$ cat src/rtl/bus_arbiter.sv
// bus_arbiter: round-robin arbiter that gives one master at a time the shared
// slave bus. It routes the owner's control, write data, valid and last signals
// to the slaves, and returns the slave's read data and ready to the owner only.
//
// Handshake: m_req is a level request that the master holds for the whole
// transaction. Ownership ends when any one of these happens:
//   - the owner pulses m_done for one cycle,
//   - the owner drops m_req,
//   - the hold counter reaches TIMEOUT. A timeout exit pulses timeout_err.
// After ownership ends, the bus is idle for one RELEASE cycle before the next
// arbitration. Masters other than the owner always see m_rD = 0 and
// m_ready = 0. Their m_req and m_done have no effect on the current owner.
module bus_arbiter #(
  parameter int MASTERS = 2,
  parameter int TIMEOUT = 1023,
  parameter int OWN_W   = $clog2(MASTERS)
) (
  input  logic               clk,
  input  logic               rst,
  input  logic [MASTERS-1:0] m_req,
  input  logic [MASTERS-1:0] m_done,
  input  logic [MASTERS-1:0] m_control,
  input  logic [MASTERS-1:0] m_wD,
  input  logic [MASTERS-1:0] m_valid,
  input  logic [MASTERS-1:0] m_last,
  output logic [MASTERS-1:0] m_grant,
  output logic [MASTERS-1:0] m_rD,
  output logic [MASTERS-1:0] m_ready,
  output logic               s_control,
  output logic               s_wD,
  output logic               s_valid,
  output logic               s_last,
  input  logic               s_rD,
  input  logic               s_ready,
  output logic [OWN_W-1:0]   owner,
  output logic               busy,
  output logic               timeout_err,
  output logic [1:0]         state_dbg
);

  localparam int CNT_W = $clog2(TIMEOUT + 1);
  localparam logic [CNT_W:0]   TO_VAL   = (CNT_W + 1)'(TIMEOUT);
  localparam logic [CNT_W-1:0] TO_CNT   = CNT_W'(TIMEOUT);
  localparam logic [OWN_W-1:0] LAST_IDX = OWN_W'(MASTERS - 1);

  typedef enum logic [1:0] {
    IDLE    = 2'd0,
    BUSY    = 2'd1,
    RELEASE = 2'd2
  } state_t;

  state_t           state;
  logic [CNT_W-1:0] hold_cnt;
  logic [OWN_W-1:0] rr_ptr;

  logic             win_found;
  logic [OWN_W-1:0] win_idx;
  logic [OWN_W-1:0] cand;
  logic [CNT_W:0]   cnt_plus;
  logic             timeout_hit;
  logic             own_end;

  assign state_dbg = state;
  assign busy      = |m_grant;

  // The hold counter counts completed BUSY cycles. The bus is released on
  // the edge that would make this count reach TIMEOUT.
  assign cnt_plus    = {1'b0, hold_cnt} + 1'b1;
  assign timeout_hit = (cnt_plus >= TO_VAL);
  assign own_end     = m_done[owner] | ~m_req[owner];

  // Round-robin search: take the first requester found starting at rr_ptr.
  always_comb begin
    win_found = 1'b0;
    win_idx   = '0;
    cand      = '0;
    for (int k = 0; k < MASTERS; k++) begin
      cand = OWN_W'((int'(rr_ptr) + k) % MASTERS);
      if (!win_found && m_req[cand]) begin
        win_found = 1'b1;
        win_idx   = cand;
      end
    end
  end

  // Arbitration FSM. Grant, owner, hold counter and timeout pulse are registered.
  always_ff @(posedge clk) begin
    if (rst) begin
      state       <= IDLE;
      m_grant     <= '0;
      owner       <= '0;
      hold_cnt    <= '0;
      rr_ptr      <= '0;
      timeout_err <= 1'b0;
    end else begin
      timeout_err <= 1'b0;
      case (state)
        IDLE: begin
          if (win_found) begin
            m_grant  <= MASTERS'(1) << win_idx;
            owner    <= win_idx;
            hold_cnt <= '0;
            rr_ptr   <= (win_idx == LAST_IDX) ? '0 : win_idx + 1'b1;
            state    <= BUSY;
          end
        end
        BUSY: begin
          hold_cnt <= timeout_hit ? TO_CNT : cnt_plus[CNT_W-1:0];
          if (own_end || timeout_hit) begin
            // A done pulse or dropped request on the timeout edge is a normal end, not a timeout.
            timeout_err <= ~own_end;
            m_grant     <= '0;
            owner       <= '0;
            state       <= RELEASE;
          end
        end
        RELEASE: begin
          state <= IDLE;
        end
        default: begin
          state   <= IDLE;
          m_grant <= '0;
          owner   <= '0;
        end
      endcase
    end
  end

  // Bus routing: connect the owner to the slave bus. Everyone else sees zeros.
  always_comb begin
    s_control = 1'b0;
    s_wD      = 1'b0;
    s_valid   = 1'b0;
    s_last    = 1'b0;
    m_rD      = '0;
    m_ready   = '0;
    if (state == BUSY) begin
      s_control      = m_control[owner];
      s_wD           = m_wD[owner];
      s_valid        = m_valid[owner];
      s_last         = m_last[owner];
      m_rD[owner]    = s_rD;
      m_ready[owner] = s_ready;
    end
  end

endmodule
$ cat config.mk
export PLATFORM = sky130hd
export DESIGN_NAME = bus_arbiter
export DESIGN_NICKNAME = d
export VERILOG_FILES = /design/src/rtl/bus_arbiter.sv
export SDC_FILE = /design/constraint.sdc
export NUM_CORES = 1
export LEC_CHECK = 0
export BUFFER_PORTS_ARGS = -buffer_cell sky130_fd_sc_hd__buf_2
export CORE_ASPECT_RATIO = 1.4
export CORE_MARGIN = 2
export CORE_UTILIZATION = 53
export DETAILED_ROUTE_END_ITERATION = 8
export PLACE_DENSITY = 0.82
export REMOVE_ABC_BUFFERS = 1
export SYNTH_ARGS = -nofsm -noshare
export SYNTH_HDL_FRONTEND = slang
export SYNTH_SLANG_ARGS = --single-unit
$ cat constraint.sdc
create_clock -name clk -period 3 [get_ports clk]
set_input_delay 0.45 -clock clk [delete_from_list [all_inputs] [get_ports clk]]
set_output_delay 0.45 -clock clk [all_outputs]
set_load 0.02 [all_outputs]
**Word level (Yosys, flattened, before mapping)**

Index checks and enable logic that the tools add are counted.

- Flip-flop bits (word level): 17
- Latch bits: 0
- RAM bits: 0
- ROM bits: 0
- Input bits: 16
- Output and inout bits: 15
- Memories kept: 0

- Add/sub/neg operators: 3
- Multiply operators: 0
- Div/mod/pow operators: 0
- Order comparisons: 5
- Equal/unequal tests: 4
- Shift operators: 1
- Muxes and demuxes: 41
- Bitwise logic cells: 8
- Reductions and logical operators: 12

Operator list:

| cell | number |
|---|---|
| $mux W1 | 28 |
| $mux W10 | 2 |
| $pmux W10 S2 | 1 |
| $mux W2 | 6 |
| $add A10 B1 Y11 const B | 1 |
| $ge A11 B10 Y1 const B | 1 |
| $lt A1 B2 Y1 const B | 3 |
| $pmux W2 S3 | 1 |
| $reduce_and A2 Y1 | 3 |
| $not A1 Y1 | 5 |
| $and A2 B2 Y2 | 2 |
| $ne A2 B2 Y1 const B | 2 |
| $pmux W2 S2 | 1 |
| $pmux W1 S3 | 1 |
| $reduce_and A3 Y1 | 1 |
| $reduce_or A3 Y1 | 1 |
| $add A1 B1 Y1 const B | 2 |
| $eq A2 B1 Y1 const B | 1 |
| $eq A2 B2 Y1 const B | 1 |
| $logic_and A1 B1 Y1 | 2 |
| $logic_not A2 Y1 | 1 |
| $reduce_bool A2 Y1 | 1 |
| $reduce_or A2 Y1 | 1 |
| $shl A1 B1 Y2 const A | 1 |
| 5 further kinds | 5 |

**Depth between registers and ports, before layout**

- Depth after elaboration: 9
- Depth in mapped cells: 7
- Depth with buffers taken out: 7

**Least setup slack after synthesis**

OpenSTA, ideal clock, no wires.

- Kind: register to output
- Start: reg state[0] (netlist: state_dbg[0])
- End: out m_rD[0]
- Arrival: 1.264 ns
- Slack: 1.286 ns
- Cell stages (with the launch flop): 3
- Buffers on the path: 0
- Cells stage by stage: dfxtp_1 > nand2_1 > nor3b_1

- Cells in the longest elaborated chain, start to end: 2

Ends and longest elaborated chain:

| element | line | RTL |
|---|---|---|
| from (decl) | 52 | `state_t state;` |
| from (signal assigned) | 89 | `state <= IDLE;` |
| from (signal assigned) | 104 | `state <= BUSY;` |
| from (signal assigned) | 114 | `state <= RELEASE;` |
| $eq A2 B1 Y1 | 137 | `if (state == BUSY) begin` |
| $mux W2 | 137 |  |
| to (decl) | 27 | `output logic [MASTERS-1:0] m_rD,` |

No other way between the ends.

**Worst setup path in the final report**

- Start: reg hold_cnt[0]
- End: reg m_grant[1]

- Cells in the longest elaborated chain, start to end: 5

Ends and longest elaborated chain:

| element | line | RTL |
|---|---|---|
| from (decl) | 53 | `logic [CNT_W-1:0] hold_cnt;` |
| from (signal assigned) | 108 | `hold_cnt <= timeout_hit ? TO_CNT : cnt_plus[CNT_W-1:0];` |
| $add A10 B1 Y11 | 68 | `assign cnt_plus = {1'b0, hold_cnt} + 1'b1;` |
| $ge A11 B10 Y1 | 69 | `assign timeout_hit = (cnt_plus >= TO_VAL);` |
| $logic_or A1 B1 Y1 | 109 | `if (own_end \|\| timeout_hit) begin` |
| $ne A2 B2 Y1 (no source line) | -- |  |
| $reduce_and A3 Y1 (no source line) | -- |  |
| to (signal assigned) | 100 | `m_grant <= MASTERS'(1) << win_idx;` |
| to (decl) | 26 | `output logic [MASTERS-1:0] m_grant,` |

No other way between the ends.
A chain may end at the register's enable or synchronous reset.

==> impl_results.md <==
* Via count at 1,107
* Number of buffers on the longest clock path at 2
* Length of routed met3 wiring at 215 um
* Routed WL per cell at about 14 um
* Critical path launch point: hold_cnt[0]$_SDFFE_PP0P_
* Met2 layer wire length in the routed design at ~1.2 mm
* Drt first-iter violations at 28
* Clock input transition at the sequential cells of the worst setup and hold paths at ~0.1 ns
* Total of hold buffers inserted after clock tree synthesis at 0
* Clock sink count at 16
* Crit Path Category: reg -> reg
* Number of I/O pins at 31
* Die span in y at 55.3 um
* Metal-1 WL at about 980 um
* Pwr Density at 413 nW/um^2
* Result of the run: completed
* Seq cells post-synth at 16
* Layout cells sized above 1 at between 20% and 30%
* Critical path required time at roughly 3.2 ns
* Level count of the clock H-tree at 1
* Overall Global Routing Usage at 22.8%
* R2r setup slk at around 1.1 ns
* GRT overflow at 0
* Final critical path time including I/O delays and setup at about 1.9 ns
* Worst-skew pair later-pin latency at about 0.3 ns
* Post-synth cell types at 40
* Finish-stage setup viols at 0
* HPWL after detailed placement at around 1.8 mm
* Average via count per standard cell at between 6 and 7
* Area inside the core boundary at between 1500 and 2000 um^2
* Number of synthesis warnings at 0
* Setup crit end: m_grant[1]$_SDFFE_PP0P_
* Destination of the worst register-to-register timing path: m_grant[1]$_SDFFE_PP0P_
* Antenna violations before repair at 0
* Max-capacitance violation count at 0
* Post-synthesis cell count at 134
* Startpoint kind of the worst setup timing path: flip-flop
* Worst slew pin tran at between 0.9 and 1 ns
* Critical hold path startpoint: rst
* Antenna cell count at 0
* Worst setup skew after layout at roughly 0.011 ns
* Final Slew Violations at 0
* P&R area growth vs syn at 18.7%
* Arrival @ worst endpoint at around 2.1 ns
* First-pass iteration count of the detailed router at 4
* Total number of nets in the final design at ~180
* Largest fanout of any net on the critical path at 9
* Top sig layer: met4
* Max-slew headroom at the worst pin at between 30% and 40%
* Detail Route Antenna Nets at 0
* Worst min-delay path category: in -> reg
* Count of input and output buffers at 30
* Post-CTS Resized at 0
* Core utilization of the finished layout at 66.5%
* R2r startpoint: hold_cnt[0]$_SDFFE_PP0P_
* Global-route wire length before repair at approximately 3.7 mm
* Syn avg cell area at 7.44 um^2
* Critical Path Sink Type: flip-flop
* Via count of the first global-routing pass at about 940
* Std cell rows at 18
* Layout fillers at between 150 and 200
* Final number of hold-violating endpoints at 0
* Final worst slack at 1.10 ns
* Pre-CTS WS at between 1 and 1.5 ns
* Part of the Yosys area used for sequential elements at roughly 32%
* Die ar. at 2250 um^2
* RSZ-0062 raised after global routing: no
* Final Cycle Share at between 60% and 70%
* Setup TNS Final at 0 ns
* Initial Util at a little under three fifths
* Worst Reg2Reg Path Length in Cells at 7
* Cell at the root of the clock tree: sky130_fd_sc_hd__clkbuf_4
* Final WL at between 2 and 2.5 mm
* DRC violations left at 0
* Maximum number of pins on one net before global-route repair at 18
* Peak ir drop on the vdd network at between 0.2 and 0.3 mV
* Number of CTS-inserted buffers at 3
* Clock tree from TritonCTS: yes
* Netlist area before placement at between 900 and 1000 um^2
* Die width at slightly above 40 um
* Maximum clock frequency at roughly 530 MHz
* Final weighted congestion of routability-driven global placement at ~0.86
* Static Leakage at 0.531 nW
* Number of buffers inserted by post-CTS setup repair at 0
-- power by group --
| group | total [W] | switching, W | internal (W) |
|---|---|---|---|
| registers | 0.000236 | 0.0000149 | 0.000221 |
| clock network | 0.000147 | 0.0000724 | 0.0000742 |
| logic | 0.000107 | 0.0000642 | 0.0000425 |
| total | 0.000489 | 0.000152 | 0.000337 |
-- synth_stat cells --
cell type	instances	area (um^2)
sky130_fd_sc_hd__a211oi_2	1	12.5
sky130_fd_sc_hd__nand3b_1	1	7.51
sky130_fd_sc_hd__o31ai_1	1	7.51
sky130_fd_sc_hd__nor2b_1	1	6.26
sky130_fd_sc_hd__nor2_1	11	41.3
sky130_fd_sc_hd__nand3_1	8	40.0
sky130_fd_sc_hd__nand4b_1	1	8.76
sky130_fd_sc_hd__o21bai_1	1	7.51
sky130_fd_sc_hd__nand2_1	18	67.6
sky130_fd_sc_hd__buf_4	1	7.51
sky130_fd_sc_hd__mux2i_1	4	40.0
sky130_fd_sc_hd__dfxtp_1	16	320
sky130_fd_sc_hd__a21o_1	2	15.0
sky130_fd_sc_hd__nand2b_1	2	12.5
sky130_fd_sc_hd__a211o_1	1	8.76
sky130_fd_sc_hd__o211a_1	1	10.0
sky130_fd_sc_hd__buf_1	1	3.75
sky130_fd_sc_hd__ha_1	2	25.0
sky130_fd_sc_hd__and3_1	3	18.8
sky130_fd_sc_hd__o32ai_1	2	17.5
sky130_fd_sc_hd__nor3b_1	2	15.0
sky130_fd_sc_hd__a41oi_1	1	8.76
sky130_fd_sc_hd__clkbuf_1	1	3.75
sky130_fd_sc_hd__o22ai_1	2	12.5
sky130_fd_sc_hd__and3b_1	1	8.76
sky130_fd_sc_hd__or2_2	1	6.26
sky130_fd_sc_hd__a21oi_1	9	45.0
sky130_fd_sc_hd__o211ai_1	1	7.51
sky130_fd_sc_hd__o21ai_0	18	90.1
sky130_fd_sc_hd__a21boi_0	1	7.51
sky130_fd_sc_hd__nand4_1	1	6.26
sky130_fd_sc_hd__and4_1	2	17.5
sky130_fd_sc_hd__o21ai_1	1	5.00
sky130_fd_sc_hd__clkbuf_2	1	5.00
sky130_fd_sc_hd__buf_2	1	5.00
sky130_fd_sc_hd__a311oi_1	1	8.76
sky130_fd_sc_hd__nor3_1	3	15.0
sky130_fd_sc_hd__a22o_1	3	26.3
sky130_fd_sc_hd__and2_1	1	6.26
sky130_fd_sc_hd__inv_1	5	18.8
-- worst max-delay path: stages (launching register included) --
cell and delay, ns:
sky130_fd_sc_hd__dfxtp_1 0.47, sky130_fd_sc_hd__inv_1 0.09, sky130_fd_sc_hd__ha_1 0.32, sky130_fd_sc_hd__nor2_1 0.09
sky130_fd_sc_hd__o22ai_1 0.09, sky130_fd_sc_hd__a211oi_2 0.39, sky130_fd_sc_hd__nand2b_1 0.22, sky130_fd_sc_hd__o32ai_1 0.10
-- logic make-up after synthesis --
group                      synth area share, %
buffers and inverters                     4.39
adders and majority gates                 2.51
AOI/OAI and AO/OA                         29.1
DFF                                       32.1
muxes                                     4.02
and+or+nand+nor                           27.9
-- area by class of cell --
| cell class | count | area (um^2) | area share, % |
|---|---|---|---|
| multi-input cells | 108 | 633 | 53.5 |
| flip-flops and latches | 16 | 320 | 27.1 |
| repair buffers | 30 | 150 | 12.7 |
| clock buffers | 4 | 36.3 | 3.07 |
| well taps | 20 | 25.0 | 2.11 |
| inverters | 5 | 18.8 | 1.59 |
-- flip-flops by register name, summed over array words and instances, names as in the netlist --
| signal | count |
|---|---|
| hold_cnt | 10 |
| m_grant | 2 |
| rr_ptr | 1 |
| state_dbg | 2 |
| timeout_err | 1 |
-- through the flow --
stage / power [W] / instances / cell area (um^2) / hold WS (ns)
6_report: 0.000489 / 183 / 1180 / 0.419
5_1_grt: 0.000512 / 183 / 1180 / 0.417
4_1_cts: 0.000489 / 183 / 1180 / 0.413
3_5_place_dp: 0.000347 / 179 / 1150 / 0.499
3_3_place_gp: 0.000344 / 179 / 1150 / 0.480
2_1_floorplan: 0.000308 / 129 / 972 / 0.462
-- cell usage in the layout (no fill, tap or decap) --
| cell type | synthesis | final |
|---|---|---|
| sky130_fd_sc_hd__nand2_1 | 18 | 18 |
| sky130_fd_sc_hd__dfxtp_1 | 16 | 16 |
| sky130_fd_sc_hd__a21boi_0 | 1 | 1 |
| sky130_fd_sc_hd__a211oi_2 | 1 | 1 |
| sky130_fd_sc_hd__o32ai_1 | 2 | 2 |
| sky130_fd_sc_hd__nor3_1 | 3 | 3 |
| sky130_fd_sc_hd__or2_2 | 1 | 1 |
| sky130_fd_sc_hd__and3_1 | 3 | 3 |
| sky130_fd_sc_hd__a311oi_1 | 1 | 1 |
| sky130_fd_sc_hd__o22ai_1 | 2 | 2 |
| sky130_fd_sc_hd__o21bai_1 | 1 | 1 |
| sky130_fd_sc_hd__a21o_1 | 2 | 2 |
| sky130_fd_sc_hd__buf_2 | 1 | 30 |
| sky130_fd_sc_hd__o31ai_1 | 1 | 1 |
| sky130_fd_sc_hd__nand3_1 | 8 | 8 |
| sky130_fd_sc_hd__and3b_1 | 1 | 1 |
| sky130_fd_sc_hd__a21oi_1 | 9 | 9 |
| sky130_fd_sc_hd__nor3b_1 | 2 | 2 |
| sky130_fd_sc_hd__clkbuf_4 | 0 | 3 |
| sky130_fd_sc_hd__nand4b_1 | 1 | 1 |
| sky130_fd_sc_hd__inv_1 | 5 | 5 |
| sky130_fd_sc_hd__a41oi_1 | 1 | 1 |
| sky130_fd_sc_hd__nand4_1 | 1 | 1 |
| sky130_fd_sc_hd__mux2i_1 | 4 | 4 |
| sky130_fd_sc_hd__and2_1 | 1 | 1 |
| sky130_fd_sc_hd__nor2b_1 | 1 | 1 |
| sky130_fd_sc_hd__ha_1 | 2 | 2 |
| sky130_fd_sc_hd__clkbuf_8 | 0 | 1 |
| sky130_fd_sc_hd__a211o_1 | 1 | 1 |
| sky130_fd_sc_hd__o211a_1 | 1 | 1 |
| sky130_fd_sc_hd__nand2b_1 | 2 | 2 |
| sky130_fd_sc_hd__a22o_1 | 3 | 3 |
| sky130_fd_sc_hd__nand3b_1 | 1 | 1 |
| sky130_fd_sc_hd__o211ai_1 | 1 | 1 |
| sky130_fd_sc_hd__nor2_1 | 11 | 11 |
| sky130_fd_sc_hd__and4_1 | 2 | 2 |
| sky130_fd_sc_hd__o21ai_1 | 1 | 1 |
| sky130_fd_sc_hd__o21ai_0 | 18 | 18 |
-- routing by layer --
metal  up-vias  GRT usage [%]
met4         0           11.0
li1        553              -
met1       491           23.6
met3         5           3.61
met5         -              0
met2        58           40.1
-- worst min-delay path by stage --
stage | end | slack, ns | depth (start not counted)
floorplan | hold_cnt[4]$_SDFFE_PP0P_ | 0.46 | 2
global placement | m_grant[0]$_SDFFE_PP0P_ | 0.48 | 2
detailed placement | m_grant[0]$_SDFFE_PP0P_ | 0.50 | 2
CTS | rr_ptr$_SDFFE_PP0P_ | 0.41 | 2
global route | rr_ptr$_SDFFE_PP0P_ | 0.42 | 2
finish | rr_ptr$_SDFFE_PP0P_ | 0.42 | 2
No activity file was read; power rests on OpenSTA's default activity.
